$ cat src/rtl/plant_emulator.sv
// Deterministic plant model driven by the main FSM's actuator commands.
// Tank level, motor spin-up and run time are tracked and reported as registered sensor flags.
module plant_emulator #(
  parameter int LEVEL_W   = 4,
  parameter int LEVEL_MAX = 12,
  parameter int STEP_DIV  = 4,
  parameter int SPINUP    = 3,
  parameter int RUN_TICKS = 16
) (
  input  logic               clock,
  input  logic               reset_n,
  input  logic               MOTOR,
  input  logic               EV,
  input  logic               VE,
  input  logic               ALARME,
  input  logic               door_in,
  input  logic               fault_ro,
  output logic               PG,
  output logic               CH,
  output logic               RO,
  output logic               CQ,
  output logic               EB,
  output logic [LEVEL_W-1:0] level,
  output logic               alarm_seen
);

  localparam int STEP_W = (STEP_DIV > 1) ? $clog2(STEP_DIV) : 1;
  localparam int SPIN_W = (SPINUP > 0) ? $clog2(SPINUP + 1) : 1;
  localparam int RUN_W  = (RUN_TICKS > 0) ? $clog2(RUN_TICKS + 1) : 1;

  localparam logic [STEP_W-1:0]  STEP_LAST = STEP_W'(STEP_DIV - 1);
  localparam logic [LEVEL_W-1:0] LVL_FULL  = LEVEL_W'(LEVEL_MAX);
  localparam logic [SPIN_W-1:0]  SPIN_SAT  = SPIN_W'(SPINUP);
  localparam logic [RUN_W-1:0]   RUN_SAT   = RUN_W'(RUN_TICKS);

  logic               r_door_meta;
  logic               r_door_sync;
  logic [1:0]         r_dir;
  logic [STEP_W-1:0]  r_step;
  logic [LEVEL_W-1:0] r_level;
  logic [SPIN_W-1:0]  r_spin;
  logic [RUN_W-1:0]   r_run;
  logic               r_ch;
  logic               r_eb;
  logic               r_ro;
  logic               r_cq;
  logic               r_alarm;

  logic [1:0]         w_dir;
  logic               w_sat;
  logic [STEP_W-1:0]  w_step_eff;
  logic [STEP_W-1:0]  w_step_next;
  logic [LEVEL_W-1:0] w_level_next;
  logic [SPIN_W-1:0]  w_spin_next;
  logic [RUN_W-1:0]   w_run_next;
  logic               w_run_clear;

  // Bit 0 = filling, bit 1 = draining; both valves open cancels out to hold.
  assign w_dir = {VE & ~EV, EV & ~VE};
  assign w_sat = (w_dir[0] && (r_level == LVL_FULL)) ||
                 (w_dir[1] && (r_level == '0));
  // A direction reversal restarts the step count as if from idle.
  assign w_step_eff  = (w_dir != r_dir) ? '0 : r_step;
  assign w_run_clear = r_eb & ~MOTOR & ~EV;

  // Level stepping: one unit per STEP_DIV active cycles, clamped at both ends.
  always_comb begin
    w_step_next  = r_step;
    w_level_next = r_level;
    if ((w_dir == 2'b00) || w_sat) begin
      w_step_next = '0;
    end else if (w_step_eff == STEP_LAST) begin
      w_step_next = '0;
      if (w_dir[0]) begin
        w_level_next = r_level + LEVEL_W'(1);
      end else begin
        w_level_next = r_level - LEVEL_W'(1);
      end
    end else begin
      w_step_next = w_step_eff + STEP_W'(1);
    end
  end

  // Spin-up and accumulated run time.
  always_comb begin
    w_spin_next = '0;
    w_run_next  = r_run;
    if (MOTOR) begin
      w_spin_next = (r_spin == SPIN_SAT) ? r_spin : r_spin + SPIN_W'(1);
    end else begin
      w_spin_next = '0;
    end
    if (w_run_clear) begin
      w_run_next = '0;
    end else if (MOTOR && (r_run != RUN_SAT)) begin
      w_run_next = r_run + RUN_W'(1);
    end else begin
      w_run_next = r_run;
    end
  end

  // Plant state and registered sensor flags.
  always_ff @(posedge clock or negedge reset_n) begin
    if (!reset_n) begin
      r_door_meta <= 1'b0;
      r_door_sync <= 1'b0;
      r_dir       <= 2'b00;
      r_step      <= '0;
      r_level     <= '0;
      r_spin      <= '0;
      r_run       <= '0;
      r_ch        <= 1'b0;
      r_eb        <= 1'b1;
      r_ro        <= 1'b0;
      r_cq        <= 1'b0;
      r_alarm     <= 1'b0;
    end else begin
      r_door_meta <= door_in;
      r_door_sync <= r_door_meta;
      r_dir       <= w_dir;
      r_step      <= w_step_next;
      r_level     <= w_level_next;
      r_spin      <= w_spin_next;
      r_run       <= w_run_next;
      r_ch        <= (w_level_next == LVL_FULL);
      r_eb        <= (w_level_next == '0);
      r_ro        <= (w_spin_next == SPIN_SAT) && !fault_ro;
      r_cq        <= (w_run_next == RUN_SAT);
      r_alarm     <= r_alarm | ALARME;
    end
  end

  assign PG         = r_door_sync;
  assign CH         = r_ch;
  assign EB         = r_eb;
  assign RO         = r_ro;
  assign CQ         = r_cq;
  assign level      = r_level;
  assign alarm_seen = r_alarm;

endmodule

$ cat config.mk
export PLATFORM = sky130hd
export DESIGN_NAME = plant_emulator
export DESIGN_NICKNAME = d
export VERILOG_FILES = /design/src/rtl/plant_emulator.sv
export SDC_FILE = /design/constraint.sdc
export NUM_CORES = 1
export LEC_CHECK = 0
export BUFFER_PORTS_ARGS = -buffer_cell sky130_fd_sc_hd__buf_4
export CAP_MARGIN = 5
export CORE_ASPECT_RATIO = 1.1
export CORE_MARGIN = 1
export CORE_UTILIZATION = 40
export DETAILED_ROUTE_END_ITERATION = 10
export SYNTH_ARGS = -nofsm -noshare
export SYNTH_HDL_FRONTEND = slang
export SYNTH_SLANG_ARGS = --single-unit
$ cat constraint.sdc
create_clock -name clock -period 5.05 [get_ports clock]
set_input_delay 0 -clock clock [delete_from_list [all_inputs] [get_ports clock]]
set_output_delay 0 -clock clock [all_outputs]
set_load 0.01 [all_outputs]
* After elaboration in Yosys (flattened, before gate mapping)
Cells that the tools add are included.
** Word-level totals
- Input bits :: 8
- Register bits after elaboration :: 22
- Output and inout port bits :: 10
** Cells by class
- Bitwise logic cells :: 8
- Reductions and logical operators :: 10
- Muxes and demuxes :: 10
- Add/subtract/negate cells :: 5
- Equal/unequal tests :: 8
** Operator list (count)
- $mux W4 :: 3
- $mux W2 :: 5
- $mux W5 :: 2
- $eq A4 B4 Y1 const B :: 2
- $logic_not A4 Y1 :: 2
- $eq A2 B2 Y1 const B :: 3
- $add A5 B1 Y5 const B :: 1
- $eq A5 B5 Y1 const B :: 1
- $ne A5 B5 Y1 const B :: 1
- $add A2 B1 Y2 const B :: 2
- $add A4 B1 Y4 const B :: 1
- $and A1 B1 Y1 :: 4
- $logic_and A1 B1 Y1 :: 4
- $sub A4 B1 Y4 const B :: 1
- $not A1 Y1 :: 3
- $logic_not A2 Y1 :: 1
- $logic_or A1 B1 Y1 :: 2
- $ne A2 B2 Y1 :: 1
- $logic_not A1 Y1 :: 1
- $or A1 B1 Y1 :: 1

* Longest topological paths before layout
Gate-level depths: netlist of run 1.
- Depth in word-level cells :: 8
- Depth in mapped cells :: 10
- Gate-level depth less buffers :: 10

* Worst setup path after synthesis of run 1
OpenSTA, ideal clock, no wires.
- Path kind :: register to register
- From :: register r_dir[1]
- To :: register r_ch (netlist: CH)
- Library setup time :: 0.120 ns
- Data required time :: 4.930 ns
- Stages on the path, launching flop included :: 9
- Setup slack :: 3.295 ns
- Buffers on the path :: 0
- Arrival time :: 1.636 ns
- Path through :: dfrtp_1 xor2_1 nor2_1 and2_1 ha_1 nor2b_1 nand2_1 mux2_2 and3_1
** On the way
- Word-level cells in the longest chain between the ends :: 6
** Ends and longest elaborated chain
- start: declaration :: line 38 : logic [1:0] r_dir;
- start signal: assignment :: line 120 : r_dir <= w_dir;
- $ne A2 B2 Y1 :: line 63 : assign w_step_eff = (w_dir != r_dir) ? '0 : r_step;
- $mux W2 :: line 63
- $eq A2 B2 Y1 :: line 72 : end else if (w_step_eff == STEP_LAST) begin
- $mux W4 :: line 72
- $mux W4 :: line 70 : if ((w_dir == 2'b00) || w_sat) begin
- $eq A4 B4 Y1 :: line 125 : r_ch <= (w_level_next == LVL_FULL);
- end signal: assignment :: line 125
- end: declaration :: line 43 : logic r_ch;
Every way passes these cells.

* Worst setup path in the final report of run 1
Ends and elaborated chain as after synthesis.

==> results of run 1 <==
-- flip-flops by register name, summed over array words and instances, names as in the netlist --
signal       count
r_run            5
level            4
r_dir            2
r_spin           2
r_step           2
CH               1
CQ               1
EB               1
PG               1
RO               1
alarm_seen       1
r_door_meta      1
-- report_power, final --
group	internal, mW	total, mW	switching [mW]
sequential	0.201	0.226	0.0254
clock	0.0439	0.0952	0.0513
combinational	0.0569	0.111	0.0540
total	0.301	0.432	0.131
-- per-layer routing --
metal,up-vias,global-route usage (%),part of all wire [%]
li1,376,-,-
met1,347,18.58,51
met2,19,20.96,44
met3,2,3.252,4.4
met4,0,4.633,0.55
met5,-,0,0
-- through the flow --
stage	power, mW	std cells	utilization (%)	cell area, um2	hold slack, ns
detailed placement	0.3364	142	49.16	1239	-0.09666
floorplan	0.2985	94	-	1072	-0.2956
global route	0.4612	152	52.98	1335	0.01881
CTS	0.4351	152	52.98	1335	0.01238
finish	0.4322	152	52.98	1335	0.01719
global placement	0.3338	142	49.16	1239	-0.09997
-- worst paths after layout --
check | slack (ns) | startpoint | end
hold reg to reg | 0.37 | r_door_meta$_DFF_PN0_ | PG$_DFF_PN0_
setup / recovery | 3.14 | r_dir[1]$_DFF_PN0_ | CH$_DFF_PN0_
hold / removal | 0.02 | VE | r_dir[1]$_DFF_PN0_
max in group asynchronous | 4.66 | reset_n | EB$_DFF_PN1_
setup reg to reg | 3.14 | r_dir[1]$_DFF_PN0_ | CH$_DFF_PN0_
min in group asynchronous | 0.11 | reset_n | r_door_meta$_DFF_PN0_
-- placed cells by master, fill, tap and decap left out, types with 2 or more instances in the layout --
cell type and count:
dlygate4sd3_1 6, nand4_1 2, and2_1 2, nor2_1 10, and3_1 3, buf_4 17
xnor2_1 2, xor2_1 5, clkbuf_4 3, ha_1 7, nor2b_1 2, dfrtp_1 21
mux2_2 4, a21oi_1 5, nor3b_1 2, nand2_1 5, inv_1 7, or2_2 2
-- kinds of logic (layout without fill, tap and decap cells) --
kind of cell    count (synthesis)  after routing  share of synthesized area, %
buf+inv                         7             34                         2.451
simple gates                   34             34                         18.20
flops                          22             22                         51.46
compound gates                 12             12                         7.935
mux                             4              4                         4.200
fa+ha+maj                       8              8                         10.03
xor+xnor                        7              7                         5.718
-- worst register-to-register path: cells and delay by family (launching register included) --
kind,cells,cell delay (ns)
flip-flops,1,0.40
adder cells (fa/ha/maj),1,0.19
XOR/XNOR,1,0.13
AND/OR/NAND/NOR,5,0.73
multiplexers,1,0.37
-- cell type report --
type                    instances  share of cell area (%)
well taps                      31                   2.905
flip-flops and latches         22                   41.33
multi-input cells              65                   37.02
inverters                       7                   1.968
clock buffers                   4                   2.718
repair buffers                 23                   14.06
==> impl_metrics.toml, run 1 <==
[floorplan]
start_util_pct = 42.55
fp.dieW_um = 51.37
fp.dieH_um = 56.30
core-area_mm2 = 0.002520
ioPinCount = 18
die_area_mm2 = 0.002892
placementRows = 19

[route]
drt_iter0_drc = 18
drt_wl_total_um = 1810
post-route-drc-count = 0
firstDrtPassIters = 4
vias = 744
ant_nets = 0
avgRoutedWirePerCell_um = 11.91
vias_per_cell = 4.895

[global_routing]
track_usage_pct = 13.62
first_global_vias = 701
antenna_found_initial = 0
gr-total-overflow = 0
grt_first_pass_wirelength_um = 2980
grt_max_degree = 23

[clock_network]
cts_tree = "built"
cts_hold_buf = 6
cts_max_path_buffers = 2
cts-root-buf = "clkbuf_4"
numCtsBuffers = 3
cts_htree_levels = 1
clock_latency_ns = 0.29
post_cts.repair.setup_buffers = 0
cts_resized = 0
clock_sinks = 22
cts.reportedPaths.clkPinSlew_ns = 0.12

[sta]
slew_violations = 0
final_hold_viol_count = 0
relSlewSlack_pct = 46.39
skew_ns = 0.0004930
finalSetupTns_ns = 0
timing.final.setup_violations = 0
worst_pin_slew_ns = 0.8024
rsz0062_at_grt = "false"
fin_ws_ns = 3.137
fmax_mhz = 522.6
fin_crit_ns = 1.913
post-route-period-util_pct = 37.89

[cells_and_area]
drive_gt1_share_pct = 27.27
diodes = 0
seqCellArea_um2 = 551.8
fin_nets = 138
n_fill_cell = 228
syn_to_final_growth_pct = 24.50
multi_input_area_um2 = 494.2

[synthesis]
avgSynthCellArea_um2 = 11.41
async_flop_share_pct = 100.0
syn_inst = 94
syn_nets = 110
yosys.area.top_type = "dfrtp_1"
yosysMostFrequentCell = "dfrtp_1"
synth_edf_count = 0
synth_cell_types = 30
synth_top_area_share_pct = 49.01
synth.cell_area_mm2 = 0.001072
ys_ff_latch = 22
netlist_top_cells_count = "dfrtp_1, nor2_1, ha_1, inv_1"
yosys_warnings = 0
ys_seq_area_share_pct = 51.46
synthTopCellsByArea = "dfrtp_1, ha_1, mux2_2"
synth_flop_cell = "dfrtp_1"

[setup_path]
cp_max_fo = 4
crit_chain = "xor2_1 -> nor2_1 -> and2_1 -> ha_1 -> nor2b_1 -> nand2_1 -> mux2_2 -> and3_1"
end_kind = "flip-flop"
critPathLaunchType = "flip-flop"
crit_required_ns = 5.25
cp.depth = 8
cp.arrival_ns = 2.11
worstRegToRegCells = 8
cp_top_family = "simple AND/OR/NAND/NOR gates"
slowest_stage = "dfrtp_1"
crit_buf_inv = 0
crit_path_max_incr_delay_ns = 0.40
crit_type = "reg2reg"

[placed_design]
dp_hpwl_um = 1304
io_buffers = 17
gp_congestion = 0.7879
dp_slack_ns = 3.105

[pwr]
p_leak_nw = 0.6466
powerDensity_mw_per_mm2 = 323.7
peakVddDrop_mv = 0.1927

[job]
maxCapViolCount = 0

[run_status]
status = "finished, final reports clean"

[worst_hold_path]
hold_class = "in2reg"
whs_path_depth = 2
Power figures use the tool's default switching activity.
==> inputs of run 2 (changes only) <==
- clock period: 5.05 -> 1.7 ns (I/O delays scaled with it)
==> run 2 against run 1 <==
- the run now ends with negative setup slack left
- clock-buffer cell count shrank 1
- sequential power grew to 2.9 times the previous value
- first-iteration DRC count shrank 17%
- worst setup slack lost 3.2 ns
- clock power grew to 4.1 times the previous value
- critical path type unchanged
- critical endpoint unchanged
- largest cell class unchanged
- largest power group unchanged
- highest routed layer unchanged
==> impl_metrics.toml, run 2 (synthesis results as in run 1) <==
[cells_and_area]
largest_reg_flops = 5
layout_common_cells = "buf_4, dfrtp_1, nor2_1, ha_1, dlygate4sd3_1"
layout_commonest_cell = "buf_4"
syn_to_final_growth_pct = 40.14
fin_nets = 151
final_util_pct = 59.63
diodes = 0
drive_gt1_share_pct = 41.04
regMostFlops = "r_run"
n_fill_cell = 225

[route]
firstDrtPassIters = 3
avgRoutedWirePerCell_um = 11.35
drt_iter0_drc = 15
post-route-drc-count = 0
vias_per_cell = 4.727
drt_wl_total_um = 1873
vias = 780
ant_nets = 0

[floorplan]
fp.dieW_um = 51.37
placementRows = 19
ioPinCount = 18
fp.dieH_um = 56.30
core-area_mm2 = 0.002520
die_area_mm2 = 0.002892
start_util_pct = 42.55

[setup_path]
crit_path_max_incr_delay_ns = 0.40
crit_buf_inv = 0
slowest_stage = "dfrtp_1"
cp.arrival_ns = 1.97
cp_max_fo = 3
end_kind = "flip-flop"
crit_chain = "xor2_1 -> nor2_1 -> and2_4 -> ha_1 -> nor2b_4 -> nand2_2 -> mux2_4 -> and3_1"
crit_required_ns = 1.91
critPathLaunchType = "flip-flop"
cp_top_family = "simple AND/OR/NAND/NOR gates"
crit_type = "reg2reg"

[clock_network]
cts.reportedPaths.clkPinSlew_ns = 0.12
numCtsBuffers = 3
clock_latency_ns = 0.30
clock_sinks = 22
cts-root-buf = "clkbuf_4"
cts_max_path_buffers = 2
cts_tree = "built"
cts_htree_levels = 1

[run_status]
failed_checks = "negative setup slack"
status = "finished, violations left"

[global_routing]
antenna_found_initial = 0
grt_max_degree = 23
track_usage_pct = 15.80
first_global_vias = 801
grt_first_pass_wirelength_um = 3387
gr-total-overflow = 0

[sta]
fmax_mhz = 569.3
final_hold_viol_count = 0
post-route-period-util_pct = 103.3
relSlewSlack_pct = 81.59
fin_ws_ns = -0.05659
timing.final.setup_violations = 4
fin_crit_ns = 1.757
worst_pin_slew_ns = 0.2761
skew_ns = 0.006931
rsz0062_at_grt = "true"
slew_violations = 0

[placed_design]
io_buffers = 17
gp_congestion = 0.7655
dp_hpwl_um = 1400
dp_slack_ns = -0.1190

[pwr]
powerDensity_mw_per_mm2 = 988.2
p_leak_nw = 0.7429
peakVddDrop_mv = 0.5119

[worst_hold_path]
hold_class = "in2reg"

[job]
maxCapViolCount = 0
==> run 2: cell types whose count changed in the layout (fill, tap and decap cells not counted), sizes merged <==
cell,before,now
bufinv,0,1
clkbuf,4,3
buf,17,30
==> run 2: power by group <==
group	switching, mW	internal (mW)
registers	0.0609	0.596
clock network	0.156	0.238
logic	0.194	0.240
total	0.411	1.07
==> run 2: final timing paths <==
check / startpoint / to / slack, ns / depth (start not counted)
setup / recovery: r_dir[0]$_DFF_PN0_ / CH$_DFF_PN0_ / -0.06 / 8
setup reg to reg: r_dir[0]$_DFF_PN0_ / CH$_DFF_PN0_ / -0.06 / 8
hold / removal: EV / r_dir[0]$_DFF_PN0_ / 0.03 / 2
min in group asynchronous: reset_n / RO$_DFF_PN0_ / 0.10 / 2
max in group asynchronous: reset_n / EB$_DFF_PN1_ / 1.32 / 2
hold reg to reg: r_door_meta$_DFF_PN0_ / PG$_DFF_PN0_ / 0.36 / 0
==> run 2: layout make-up <==
class                   instances  area, um2  area share, %
well taps                      31      38.79          2.581
repair buffers                 36      285.3          18.98
clock buffers                   3      22.52          1.499
inverters                       7      26.28          1.749
flip-flops and latches         22      551.8          36.72
multi-input cells              65      548.0          36.47
clock inverters                 1      30.03          1.998
==> run 2: metrics by stage <==
stage / hold WS (ns) / instance area, um2 / setup TNS (ns) / power (mW) / instances
after CTS: 0.01465 / 1459 / -0.1425 / 1.475 / 164
after floorplan: -0.2956 / 1085 / 0 / 0.8927 / 94
after global routing: 0.05324 / 1503 / -0.5907 / 1.589 / 165
after global placement: -0.09441 / 1341 / -0.08994 / 1.051 / 154
final: 0.03379 / 1503 / -0.1444 / 1.485 / 165
after detailed placement: -0.09272 / 1341 / -0.2482 / 1.060 / 154
==> run 2: layer usage <==
layer	up-vias	GRT usage, %	part of all wire, %
met5	-	0	0
met4	0	6.950	1.1
met3	2	2.439	3.3
met2	13	26.35	52
met1	367	19.86	43
li1	398	-	-
==> run 2: what timing repair did <==
item	4_1_cts	5_1_grt
gates resized for setup	1	8
hold buffers	6	0
setup endpoints to repair	3	6
endpoints found under the hold margin	27	0
pin swaps	3	4
setup buffers	0	1
